### src/rtl/bumpy_motion_fsm.sv
`default_nettype none
// ============================================================================
// Module  : bumpy_motion_fsm
// Brief   : Player-ball motion sequencer producing per-frame X/Y speed commands
// Rev     : 1.0
// ============================================================================
module bumpy_motion_fsm #(
  parameter int SIDE_SPEED  = 160,
  parameter int SIDE_FRAMES = 16,
  parameter int JUMP_SPEED  = -320,
  parameter int GRAVITY     = 16,
  parameter int MAX_FALL    = 512
) (
  input  logic               clk,
  input  logic               resetN,
  input  logic               startOfFrame,
  input  logic               right,
  input  logic               left,
  input  logic               jump,
  input  logic               collision,
  input  logic [3:0]         HitEdgeCode,
  output logic signed [15:0] Xspeed,
  output logic signed [15:0] Yspeed,
  output logic [1:0]         state,
  output logic               onGround
);

  localparam int                 CNT_W         = $clog2(SIDE_FRAMES + 1);
  localparam logic signed [15:0] c_SIDE_SPEED  = 16'(SIDE_SPEED);
  localparam logic signed [15:0] c_JUMP_SPEED  = 16'(JUMP_SPEED);
  localparam logic signed [15:0] c_GRAVITY     = 16'(GRAVITY);
  localparam logic signed [15:0] c_MAX_FALL    = 16'(MAX_FALL);
  localparam logic [CNT_W-1:0]   c_SIDE_FRAMES = CNT_W'(SIDE_FRAMES);
  localparam logic [CNT_W-1:0]   c_CNT_ONE     = CNT_W'(1);

  typedef enum logic [1:0] {
    S_GROUND = 2'd0,
    S_SIDE   = 2'd1,
    S_JUMP   = 2'd2,
    S_FALL   = 2'd3
  } state_t;

  state_t                    state_q, state_d;
  logic signed [15:0]        xspeed_q, xspeed_d;
  logic signed [15:0]        yspeed_q, yspeed_d;
  logic [CNT_W-1:0]          cnt_q, cnt_d;
  logic [2:0]                btn_prev_q;
  logic [2:0]                pend_q, pend_d;
  logic                      ground_seen_q, ground_seen_d;

  logic [2:0]                w_btn;
  logic                      w_bottom, w_top, w_wall, w_ground_now, w_coll_act;
  logic signed [15:0]        w_y_grav;

  // Button vectors are ordered {right, left, jump}
  assign w_btn        = {right, left, jump};
  assign w_bottom     = collision & HitEdgeCode[0];
  assign w_top        = collision & HitEdgeCode[2];
  assign w_wall       = collision & (HitEdgeCode[3] | HitEdgeCode[1]);
  assign w_ground_now = ground_seen_q | w_bottom;
  assign w_y_grav     = yspeed_q + c_GRAVITY;

  assign pend_d        = startOfFrame ? 3'b000 : (pend_q | (w_btn & ~btn_prev_q));
  assign ground_seen_d = startOfFrame ? 1'b0 : w_ground_now;

  always_comb begin
    state_d    = state_q;
    xspeed_d   = xspeed_q;
    yspeed_d   = yspeed_q;
    cnt_d      = cnt_q;
    w_coll_act = 1'b0;

    // Collision response wins over any frame update in the same clock
    unique case (state_q)
      S_FALL: begin
        if (w_bottom) begin
          state_d = S_GROUND; xspeed_d = '0; yspeed_d = '0; w_coll_act = 1'b1;
        end else if (w_wall) begin
          xspeed_d = '0; w_coll_act = 1'b1;
        end
      end
      S_JUMP: begin
        if (w_bottom && !yspeed_q[15]) begin
          state_d = S_GROUND; xspeed_d = '0; yspeed_d = '0; w_coll_act = 1'b1;
        end else if (w_top) begin
          state_d = S_FALL; yspeed_d = '0; w_coll_act = 1'b1;
        end else if (w_wall) begin
          xspeed_d = '0; w_coll_act = 1'b1;
        end
      end
      S_SIDE: begin
        if (w_wall) begin
          state_d = S_FALL; xspeed_d = '0; yspeed_d = '0; w_coll_act = 1'b1;
        end
      end
      default: ;
    endcase

    if (startOfFrame && !w_coll_act) begin
      unique case (state_q)
        S_GROUND: begin
          if (!w_ground_now) begin
            state_d = S_FALL; yspeed_d = '0;
          end else begin
            case (pend_q)
              3'b100: begin state_d = S_SIDE; xspeed_d = c_SIDE_SPEED;  cnt_d = c_SIDE_FRAMES; end
              3'b010: begin state_d = S_SIDE; xspeed_d = -c_SIDE_SPEED; cnt_d = c_SIDE_FRAMES; end
              3'b001: begin state_d = S_JUMP; yspeed_d = c_JUMP_SPEED; end
              default: ;
            endcase
          end
        end
        S_SIDE: begin
          yspeed_d = '0;
          if (cnt_q == c_CNT_ONE) begin
            state_d = S_FALL; xspeed_d = '0; cnt_d = '0;
          end else begin
            cnt_d = cnt_q - c_CNT_ONE;
          end
        end
        S_JUMP: begin
          yspeed_d = w_y_grav;
          if (!w_y_grav[15]) state_d = S_FALL;
        end
        S_FALL: begin
          yspeed_d = (w_y_grav > c_MAX_FALL) ? c_MAX_FALL : w_y_grav;
        end
        default: ;
      endcase
    end
  end

  always_ff @(posedge clk or negedge resetN) begin
    if (!resetN) begin
      state_q       <= S_GROUND;
      xspeed_q      <= '0;
      yspeed_q      <= '0;
      cnt_q         <= '0;
      btn_prev_q    <= '0;
      pend_q        <= '0;
      ground_seen_q <= 1'b0;
    end else begin
      state_q       <= state_d;
      xspeed_q      <= xspeed_d;
      yspeed_q      <= yspeed_d;
      cnt_q         <= cnt_d;
      btn_prev_q    <= w_btn;
      pend_q        <= pend_d;
      ground_seen_q <= ground_seen_d;
    end
  end

  assign Xspeed   = xspeed_q;
  assign Yspeed   = yspeed_q;
  assign state    = state_q;
  assign onGround = (state_q == S_GROUND);

endmodule
`default_nettype wire
### config.mk
export PLATFORM = sky130hd
export DESIGN_NAME = bumpy_motion_fsm
export DESIGN_NICKNAME = d
export VERILOG_FILES = /design/src/rtl/bumpy_motion_fsm.sv
export SDC_FILE = /design/constraint.sdc
export NUM_CORES = 1
export LEC_CHECK = 0
export ABC_AREA = 1
export ABC_CLOCK_PERIOD_IN_PS = 2740
export CAP_MARGIN = 20
export CORE_MARGIN = 2
export CORE_UTILIZATION = 28
export DETAILED_ROUTE_END_ITERATION = 6
export SYNTH_ARGS = -nofsm -noshare
export SYNTH_HDL_FRONTEND = slang
export SYNTH_SLANG_ARGS = --single-unit
### constraint.sdc
create_clock -name clk -period 2.74 [get_ports clk]
set_input_delay 0.548 -clock clk [delete_from_list [all_inputs] [get_ports clk]]
set_output_delay 0.548 -clock clk [all_outputs]
set_load 0.01 [all_outputs]
# [After elaboration in Yosys (flattened, before gate mapping)]
# Cells that the tools add are included.
[op_classes] bitwise_logic=8 reduce_logical=8 muxes=42 eq_ne=9 add_sub_neg=2 magnitude_cmp=1
[op_table] cell="$mux 16" n=15
[op_table] cell="$pmux 16 s3" n=2
[op_table] cell="$pmux 16 s2" n=2
[op_table] cell="$pmux 16 s4" n=1
[op_table] cell="$add 16x6->16 const B" n=1
[op_table] cell="$gt 16x11->1 const B" n=1
[op_table] cell="$mux 2" n=8
[op_table] cell="$mux 5" n=3
[op_table] cell="$pmux 2 s3" n=2
[op_table] cell="$pmux 5 s2" n=1
[op_table] cell="$eq 5x1->1 const B" n=1
[op_table] cell="$mux 1" n=5
[op_table] cell="$sub 5x1->5 const B" n=1
[op_table] cell="$eq 2x2->1 const B" n=2
[op_table] cell="$pmux 2 s2" n=1
[op_table] cell="$reduce_and 4->1" n=1
[op_table] cell="$and 1x1->1" n=3
[op_table] cell="$and 3x3->3" n=1
[op_table] cell="$eq 3x1->1 const B" n=1
[op_table] cell="$eq 3x2->1 const B" n=1
[op_table] cell="$eq 3x3->1 const B" n=1
[op_table] cell="$mux 3" n=1
[op_table] cell="$not 3->3" n=1
[op_table] cell="$or 3x3->3" n=1
[op_table] cell="10 further kinds" n=13
[totals] wordCells=77 output_inout_bits=35 regBits=46

# [Depth between registers and ports, before layout]
[depth] word_depth=10 ltp_mapped=15

# [Least setup slack after synthesis]
# Ideal clock, no wire load.
[synth_timing] path_kind="in2reg" from="input port HitEdgeCode[1]" to="register yspeed_q[10] (netlist: Yspeed[10])" stages=8 setup_time_ns=0.122 arrival_time_ns=1.618 slack_ns=1.000 path_cell_list="o21ai_1 nand2_1 a21boi_1 nand2_2 buf_4 buf_2 a21oi_1 a21oi_1"
[synth_via] elab_chain_cells=9 word_cells_on_any_way=15 cone_classes="11 x mux; 2 x bitwise; 2 x reduce/logical"
[synth_rtl] element="start: declaration" line_no="21" source="input logic [3:0] HitEdgeCode,"
[synth_rtl] element="$or 1x1->1 (*)" line_no="59" source="assign w_wall = collision & (HitEdgeCode[3] | HitEdgeCode[1]);"
[synth_rtl] element="$and 1x1->1 (*)" line_no="59"
[synth_rtl] element="parallel branches: the longest is 6 deep, another holds $mux 16"
[synth_rtl] element="$mux 16 (*)" line_no="99" source="if (startOfFrame && !w_coll_act) begin"
[synth_rtl] element="net yspeed_d[10]" line_no="45" source="logic signed [15:0] yspeed_q, yspeed_d;"
[synth_rtl] element="end signal: assignment" line_no="145" source="yspeed_q <= yspeed_d;"
[synth_rtl] element="end: declaration" line_no="45"
# Mark *: on every way through the listed nets, which the timed path passes.
# A chain may end at the register's enable or synchronous reset.

# [Final worst setup path]
[layout_timing] from="register state_q[1] (netlist: state[1])" to="output port onGround"
[layout_via] elab_chain_cells=1
[layout_rtl] element="start: declaration" line_no="43" source="state_t state_q, state_d;"
[layout_rtl] element="start signal: assignment" line_no="143" source="state_q <= state_d;"
[layout_rtl] element="$logic_not 2->1" line_no="156" source="assign onGround = (state_q == S_GROUND);"
[layout_rtl] element="end: declaration" line_no="25" source="output logic onGround"
# Every way passes these cells.

==> flow_summary_export.csv <==
group,metric,value,unit
global_route,grt_pass1_wl,10800,µm
setup_path,crit_slowest_cell,"clkdlybuf4s50_1",
place,dp_hpwl,4810,µm
power,ir_drop,0.290,mV
power,power,0.00272,W
synth,synth_nets,380,
floorplan,num_rows,35,
place,place_inst,520,
place,pre_cts_ws,0.314,ns
global_route,grt_pass1_vias,2374,
cts,cts_tree,"yes",
detailed_routing,drt_iter0_drc,73,
timing,rsz0062_at_grt,"false",
power,power_density,832,nW/µm²
detailed_routing,vias_per_cell,4.61,
detailed_routing,ant_nets,0,
detailed_routing,drt_pass1_iterations,4,
setup_path,cp_num_buf_inv,1,
synth,synth.yosys.seq_area_share,44.2,%
synth,synth.area.top_cells,"dfrtp_1 (44%), nand2_1 (16%), inv_1 (8.6%)",
detailed_routing,totalWireLength,6260,µm
place,portBuffers,45,
floorplan,core,9150,µm²
synth,synthMuxAreaShare,0,%
synth,synth_top_family_by_area,"simple AND/OR/NAND/NOR gates",
cells_and_area,drive_gt1_share,6.47,%
setup_path,cpPeakStageDelay,0.60,ns
synth,syn-cell-area,2600,µm²
cts,hold_buffers,0,
global_route,grt_max_degree,33,
setup_path,start_kind,"flip-flop",
timing,setup_violations,0,
synth,yosys.area_share.simple,31.8,%
floorplan,dieArea,10100,µm²
synth,ys_ff_latch,46,
cts,root_buffer,"clkbuf_8",
global_route,antenna_found_initial,0,
min_path,hold_class,"primary input to async pin",
floorplan,fp.dieH,100,µm
setup_path,crit_required,2.19,ns
detailed_routing,wl_per_cell,11.9,µm
setup_path,end_kind,"output pin",
setup_path,critPathTopFamily,"buffers and inverters",
timing,tns,0,ns
flow_run,max_cap_violations,0,
cts,clk_latency,0.31,ns
cts,clkTransAtPathRegs,0.10,ns
synth,synthDominantCellAreaShare,44.2,%
floorplan,boundaryPins,46,
timing,hold_slack,0.117,ns
timing,worst_pin_slew,0.414,ns
cts,cts_setup_buffers,0,
setup_path,crit_type,"flip-flop to output pin",
setup_path,critPathMaxFanout,9,
cells_and_area,fin_cells,528,
floorplan,initial_core_util,28.5,%
floorplan,die_x,100,µm
detailed_routing,num_vias,2433,
timing,min_period_over_period,82.1,%
cts,cts_resized,0,
cts,clk_path_buf_depth,2,
synth,synthAdderAreaFrac,1.44,%
cells_and_area,num-nets-final,430,
synth,synth_compound_area_share,11.8,%
synth,synth_cells,366,
cells_and_area,area_growth,25.7,%
power,p_leak,1.69,nW
synth,synth.largest_area_cell,"dfrtp_1",
synth,synth_xor_area_share,0.336,%
detailed_routing,drcViolationCount,0,
setup_path,path_cells,"nor2_1 -> clkdlybuf4s50_1",
synth,yosys_warnings,0,
timing,hold_viol_final,0,
setup_path,arrival,1.70,ns
timing,clock_skew,0.0108,ns
cts,cts_buffers,5,
cells_and_area,fillers,975,
cells_and_area,diodes,0,
place,gp_congestion,0.878,
global_route,grt_overflow_total,0,
synth,ys_types,31,
timing,setup_ws,0.490,ns
run_status,run_status,"finished clean",
global_route,grt_usage,13.2,%
synth,avgSynthCellArea,7.12,µm²
timing,fmax,0.444,GHz
cts,htree_levels,2,
timing,relSlewSlack,72.4,%
timing,finalCriticalPeriod,2.25,ns
timing,final_max_slew_viol_count,0,
cts,cts.sinks,46,
-- placed cells by master, fill, tap and decap left out, types with 4 or more instances in the layout --
cell type and n:
nor2_1 30, o21ai_0 14, clkbuf_8 5, nor3_1 6, inv_1 60, o21bai_1 4, clkdlybuf4s50_1 44, nand3_1 33
nand3_2 4, a21oi_1 26, nand2_1 110, dfrtp_1 46
-- metal layers --
metal	part of all wire, %	track usage [%]	wire, µm
met5	0	0	0
met1	47	17.3	2920
met4	0.91	3.48	57
met2	49	22.5	3080
met3	3.3	2.57	206
-- cell families (layout without fill, tap and decap cells) --
| group | count (synthesis) | after routing |
|---|---|---|
| AOI/OAI and AO/OA | 54 | 54 |
| xor gates and xnor gates | 1 | 1 |
| adders and majority gates | 3 | 3 |
| buffers and inverters | 69 | 120 |
| DFF | 46 | 46 |
| and+or+nand+nor | 193 | 193 |
-- worst paths after layout --
| check | startpoint | cells after the start | slack (ns) | end |
|---|---|---|---|---|
| setup / recovery | state[1] | 2 | 0.49 | onGround |
| hold / removal | resetN | 1 | 0.12 | Xspeed[4] |
| setup reg to reg | Yspeed[5] | 11 | 0.69 | Yspeed[1] |
| hold reg to reg | btn_prev_q[0] | 3 | 0.48 | pend_q[0] |
| max in group asynchronous | resetN | 2 | 1.89 | state[0] |
| min in group clk | btn_prev_q[0] | 3 | 0.48 | pend_q[0] |
-- metrics by stage --
| stage | cell area (µm²) | utilization (%) |
|---|---|---|
| global placement | 3180 | 34.8 |
| floorplan | 2610 | - |
| CTS | 3280 | 35.8 |
| global route | 3280 | 35.8 |
| detailed placement | 3180 | 34.8 |
| finish | 3280 | 35.8 |
-- state kept, by name, summed over array words and instances (netlist names) --
name,flops
cnt_q,5
pend_q,3
Xspeed,16
btn_prev_q,3
state,2
Yspeed,16
ground_seen_q,1
-- worst reg2reg max path, stage by stage, from the launching register on --
cell and delay, ns:
dfrtp_1 0.44, ha_1 0.25, nand3_2 0.14, nor2_2 0.16, nand3_1 0.08, nand2_1 0.10, nand2_1 0.05, nor2_1 0.10
nand2_1 0.05, nand2_1 0.25, nand2_1 0.20, a21oi_1 0.17
-- final cells by class --
| type | instances | area, µm² | share of cell area [%] |
|---|---|---|---|
| clock inverter | 3 | 25.0 | 0.764 |
| multi-input combinational | 251 | 1180 | 36.1 |
| inverter | 64 | 240 | 7.33 |
| tap | 111 | 139 | 4.24 |
| timing repair buffer | 48 | 468 | 14.3 |
| sequential | 46 | 1150 | 35.1 |
| clock buffer | 5 | 68.8 | 2.10 |
-- power by group --
part	switching, W	internal (W)
combinational	0.000805	0.000494
clock	0.000253	0.000185
sequential	0.000178	0.000810
-- synth_stat cells, drive strengths merged --
cell type and number:
nor2 34, o22ai 1, nor3 6, nand4 3, o21bai 4, a22oi 1, nand3b 1, inv 63
o211ai 1, xor2 1, or2 1, dfrtp 46, a31oi 1, o31ai 1, nand2 111, a21boi 1
o21ai 17, ha 3, nand3 37, buf 5, a21oi 27, clkinv 1
No activity file was read; power rests on OpenSTA's default activity.
==> patch 1, RTL diff (config.mk and constraints unchanged) <==
Put one more register stage on the output `Yspeed`. The value now appears one clock later. The other outputs are not delayed to match.
--- a/src/rtl/bumpy_motion_fsm.sv
+++ b/src/rtl/bumpy_motion_fsm.sv
@@ -152,5 +152,7 @@
 
   assign Xspeed   = xspeed_q;
-  assign Yspeed   = yspeed_q;
+  always_ff @(posedge clk) begin
+    Yspeed <= yspeed_q;
+  end
   assign state    = state_q;
   assign onGround = (state_q == S_GROUND);
Check against the original RTL: not equivalent (a bounded check fails within 4 cycles, from zero or initial values and one cycle with resetN low).
==> patch 1 against the original RTL <==
Sequential share of layout area rose by 3.7 points; sequential cell count rose by 16; wire length rose by 8.9%; power rose by 30%; critical path type unchanged; clock power rose by 100%; cell area rose by 16%; setup slack improved by 0.097 ns; sequential power rose by 29%; area after synthesis rose by 13%; critical path depth did not move.
==> patch 1: results (changes against the original RTL) <==
* **fraction of met1 tracks used by global routing** 16.13%, -1.2 points
* **routed wire length per instance** 11.92 µm, +0.49%
* **Post-Place Worst Slack** 0.3355 ns, +0.02157 ns
* **WL met3** 356 µm, +73%
* **DR iter-0 viols** 110, +51%
* **worst voltage drop across the vdd grid** 403.8 µV, +39%
* **highest attainable clock frequency** 464.6 MHz, +4.5%
* **Static Leakage** 1.884 nW, +12%
* **first-pass GRT wire length** 11.88 mm, +10%
* **endpoint of the worst register-to-register path** yspeed_q[13]$_DFF_PN0_
* **via count of the first global-routing pass** 2,569, +8.2%
* **half-perimeter wire length after placement** 4.969 mm, +3.3%
* **maximum count of clock buffers along a single path** 2, unchanged
* **worst hold-check slack** 0.08273 ns, -0.03420 ns
* **Filler cells** 1,074, +10%
* **clock-pin slew on the worst setup and hold paths** 0.07 ns, -0.03 ns
* **instance area after placement** 0.003575 mm², +12%
* **overall track demand over capacity in global routing** 13.05%, -0.16 points
* **routed wire length** 6.819 mm, +8.9%
* **Detailed Routing Iterations Pass 1** 6, +2
* **ranking of synthesized cells by area** sky130_fd_sc_hd__dfrtp_1 (39%), sky130_fd_sc_hd__nand2_1 (14%), sky130_fd_sc_hd__dfxtp_1 (11%)
* **share of flip-flops with an asynchronous set or reset** 74.19%, -26 points
* **post-synthesis average cell area** 7.880 µm², +11%
* **maximum level of the CTS H-tree** 3, +1
* **reported sequential group power** 0.00127 W, +29%
* **xor and xnor fraction of the mapped netlist area** 1.149%, +0.81 points
* **final layout net count** 445, +3.5%
* **result of the run** completed
* **Worst Clk Skew** 0.01064 ns, -0.0001812 ns
* **power consumed by the clock network** 0.000888 W, +100%
* **sequential-to-total area share from yosys stat** 50.06%, +5.9 points
* **Final Total Pwr** 0.003530 W, +30%
* **syn_nets** 387, +1.8%
* **routed metal-1 wirelength** 3.077 mm, +5.5%
* **proportion of layout cells with a drive suffix above 1** 12.16%, +5.7 points
* **clock latency at the later pin of the worst-skew pair** 0.33 ns, +0.02 ns
* **area fraction in compound gates after synthesis** 9.621%, -2.2 points
* **TritonCTS Buffers** 9, +4
* **top fanout value on the critical path** 7, -2
* **GR Layer Usage met3** 4.047%, +1.5 points
* **count of cell types in the netlist** 32, +3.2%
* **start-to-end type of the worst setup path** flip-flop to output pin
* **met2 track demand over resource in global routing** 21.66%, -0.80 points
* **worst slew margin relative to its limit** 68.99%, -3.4 points
* **worst reg2reg startpoint** state[1]$_DFF_PN0_
* **Avg Vias per Cell** 4.474, -2.9%
* **Resize count post-CTS** 0, unchanged
* **post-synthesis adder-cell area fraction** 1.277%, -0.16 points
* **Worst R2R Setup Slack** 0.65 ns, -0.04 ns
* **Worst Reg2Reg Path Length in Cells** 12, +1
* **reported net switching power** 0.001377 W, +11%
* **most numerous cell types in the synthesized netlist** sky130_fd_sc_hd__nand2_1 (107), sky130_fd_sc_hd__dfrtp_1 (46), sky130_fd_sc_hd__inv_1 (45), sky130_fd_sc_hd__nand3_1 (32), sky130_fd_sc_hd__nor2_1 (29)
* **number of cells in the design after placement** 556, +6.9%
* **Arrival @ worst endpoint** 1.60 ns, -0.10 ns
==> patch 1: cell count changes after synthesis, moves of 4 or more <==
cell                      before  now
sky130_fd_sc_hd__o21ai_0      14    9
sky130_fd_sc_hd__o21ai_2       1    5
sky130_fd_sc_hd__dfxtp_1       0   16
sky130_fd_sc_hd__nor2_2        3    8
sky130_fd_sc_hd__nand2_2       1    5
sky130_fd_sc_hd__inv_1        60   45
==> patch 1: layout make-up <==
| type | instances | area, µm² | share of cell area [%] |
|---|---|---|---|
| multi-input combinational | 256 | 1247 | 32.92 |
| timing repair buffer | 52 | 498.0 | 13.14 |
| clock buffer | 12 | 145.1 | 3.830 |
| sequential | 62 | 1471 | 38.82 |
| tap | 136 | 170.2 | 4.490 |
| inverter | 50 | 187.7 | 4.952 |
| clock inverter | 4 | 70.07 | 1.849 |
==> patch 2, RTL diff (same flow settings) <==
Made on the original files. The parameter `SIDE_FRAMES` goes from 16 to 32.
--- a/src/rtl/bumpy_motion_fsm.sv
+++ b/src/rtl/bumpy_motion_fsm.sv
@@ -7,5 +7,5 @@
 module bumpy_motion_fsm #(
   parameter int SIDE_SPEED  = 160,
-  parameter int SIDE_FRAMES = 16,
+  parameter int SIDE_FRAMES = 32,
   parameter int JUMP_SPEED  = -320,
   parameter int GRAVITY     = 16,
Function: no difference found for any inputs over 4 cycles, from zero or initial values and one cycle with resetN low; that may be too few to reach the edited logic, so the function may still have changed.
==> patch 2 against the original RTL <==
Non-clock buffer count increased by 4; setup slack improved by 0.071 ns; area after synthesis increased by 10%; sequential cell count increased by 1; register-to-register slack got worse by 0.02 ns; cell area increased by 9.0%; wire length increased by 17%; clock skew increased by 0.00088 ns; power increased by 15%; clock power increased by 4%; fmax increased by 3.3%; core utilization increased by 0.41 points; synthesized cell count increased by 8.5%.
==> patch 2: results (changes against the original RTL) <==
* **via count of the first global-routing pass** 2,618, +10%
* **number of cells in the design after placement** 573, +10%
* **most numerous cell types in the synthesized netlist** sky130_fd_sc_hd__nand2_1 (109), sky130_fd_sc_hd__dfrtp_1 (47), sky130_fd_sc_hd__nand3_1 (47), sky130_fd_sc_hd__inv_1 (41), sky130_fd_sc_hd__nor2_1 (29)
* **worst slew margin relative to its limit** 70.03%, -2.4 points
* **Filler cells** 1,034, +6.1%
* **Post-Place Worst Slack** 0.2424 ns, -0.07153 ns
* **DR iter-0 viols** 191, +160%
* **syn_nets** 411, +8.2%
* **first-pass GRT wire length** 12.52 mm, +16%
* **Worst Clk Skew** 0.01170 ns, +0.0008757 ns
* **top fanout value on the critical path** 13, +4
* **root cell of the clock tree** sky130_fd_sc_hd__clkbuf_8
* **Avg Vias per Cell** 4.737, +2.8%
* **proportion of layout cells with a drive suffix above 1** 10.04%, +3.6 points
* **number of vias after detailed routing** 2,752, +13%
* **maximum count of clock buffers along a single path** 2, unchanged
* **Worst R2R Setup Slack** 0.67 ns, -0.02 ns
* **Arrival @ worst endpoint** 2.37 ns, +0.67 ns
* **sequential-to-total area share from yosys stat** 40.92%, -3.3 points
* **setup fix buffers added after clock tree synthesis** 0, unchanged
* **routed wire length per instance** 12.57 µm, +6.0%
* **ranking of synthesized cells by area** sky130_fd_sc_hd__dfrtp_1 (41%), sky130_fd_sc_hd__nand2_1 (14%), sky130_fd_sc_hd__nand3_1 (8.2%)
* **Static Leakage** 1.739 nW, +3.1%
* **result of the run** completed
* **library cell contributing the largest single delay on the critical path** sky130_fd_sc_hd__clkdlybuf4s50_1
* **count of nets left with antenna violations after detail routing** 0, unchanged
* **TritonCTS Buffers** 5, unchanged
* **overall track demand over capacity in global routing** 13.65%, +0.43 points
* **half-perimeter wire length after placement** 5.460 mm, +14%
* **Worst Reg2Reg Path Length in Cells** 9, -2
* **largest net degree at the start of global routing** 20, -39%
* **cell count after synthesis** 397, +8.5%
* **Detailed Routing Iterations Pass 1** 4, unchanged
* **routability congestion estimate** 0.8821, +0.43%
* **final layout net count** 461, +7.2%
* **count of cell types in the netlist** 38, +23%
* **dominant synthesized flop cell** sky130_fd_sc_hd__dfrtp_1
* **worst reg2reg startpoint** state[1]$_DFF_PN0_
* **worst voltage drop across the vdd grid** 359.2 µV, +24%
* **delay of the slowest critical-path stage** 0.47 ns, -0.13 ns
* **endpoint of the worst register-to-register path** Yspeed[4]$_DFF_PN0_
* **worst hold-check slack** 0.1758 ns, +0.05885 ns
==> patch 2: how the worst max path moves through the flow <==
stage               slack (ns)           start                    to  cells past startpoint
CTS                       0.57       collision   Yspeed[4]$_DFF_PN0_                      9
finish                    0.56       collision   Yspeed[4]$_DFF_PN0_                      9
floorplan                 1.04  HitEdgeCode[2]  cnt_q[1]$_DFFE_PN0P_                      7
global route              0.41       collision   Yspeed[8]$_DFF_PN0_                      9
global placement          0.28       collision   Yspeed[4]$_DFF_PN0_                      9
detailed placement        0.24       collision   Yspeed[4]$_DFF_PN0_                      9
==> patch 2: per-layer routing <==
layer	GRT usage (%)	wire, µm	share of wire [%]	vias up
met1	18.42	3465	47	1277
met5	0	0	0	-
li1	-	-	-	1396
met3	3.216	421	5.8	8
met2	21.57	3340	46	71
met4	4.286	78	1.1	0
==> patch 2: final cells by class <==
class / count / area [µm²] / share of cell area, %
multi-input combinational: 291 / 1446 / 40.50
sequential: 47 / 1176 / 32.94
timing repair buffer: 52 / 498.0 / 13.95
inverter: 50 / 187.7 / 5.256
tap: 133 / 166.4 / 4.660
clock buffer: 5 / 68.82 / 1.927
clock inverter: 3 / 27.53 / 0.7708
==> patch 2: metrics by stage <==
stage | util [%] | power (W) | cell area, µm²
floorplan | - | 0.002176 | 2874
global placement | 35.22 | 0.002685 | 3475
detailed placement | 35.22 | 0.002705 | 3475
CTS | 36.20 | 0.003173 | 3571
global route | 36.20 | 0.003435 | 3571
finish | 36.20 | 0.003144 | 3571
==> patch 2: kinds of logic (layout without fill, tap and decap cells) <==
family,count (synthesis),after routing,synth area share (%)
simple gates,230,230,36.79
buf+inv,59,110,8.751
compound gates,53,53,10.45
flops,47,47,40.92
xor+xnor,5,5,1.785
fa+ha+maj,3,3,1.306
==> patch 2: where the power goes <==
part | switching (W) | internal [W] | leakage [nW]
Sequential | 0.000230 | 0.000845 | 0.620
Combinational | 0.000975 | 0.000638 | 1.07
Clock | 0.000265 | 0.000189 | 0.0467
Total | 0.00147 | 0.00167 | 1.74
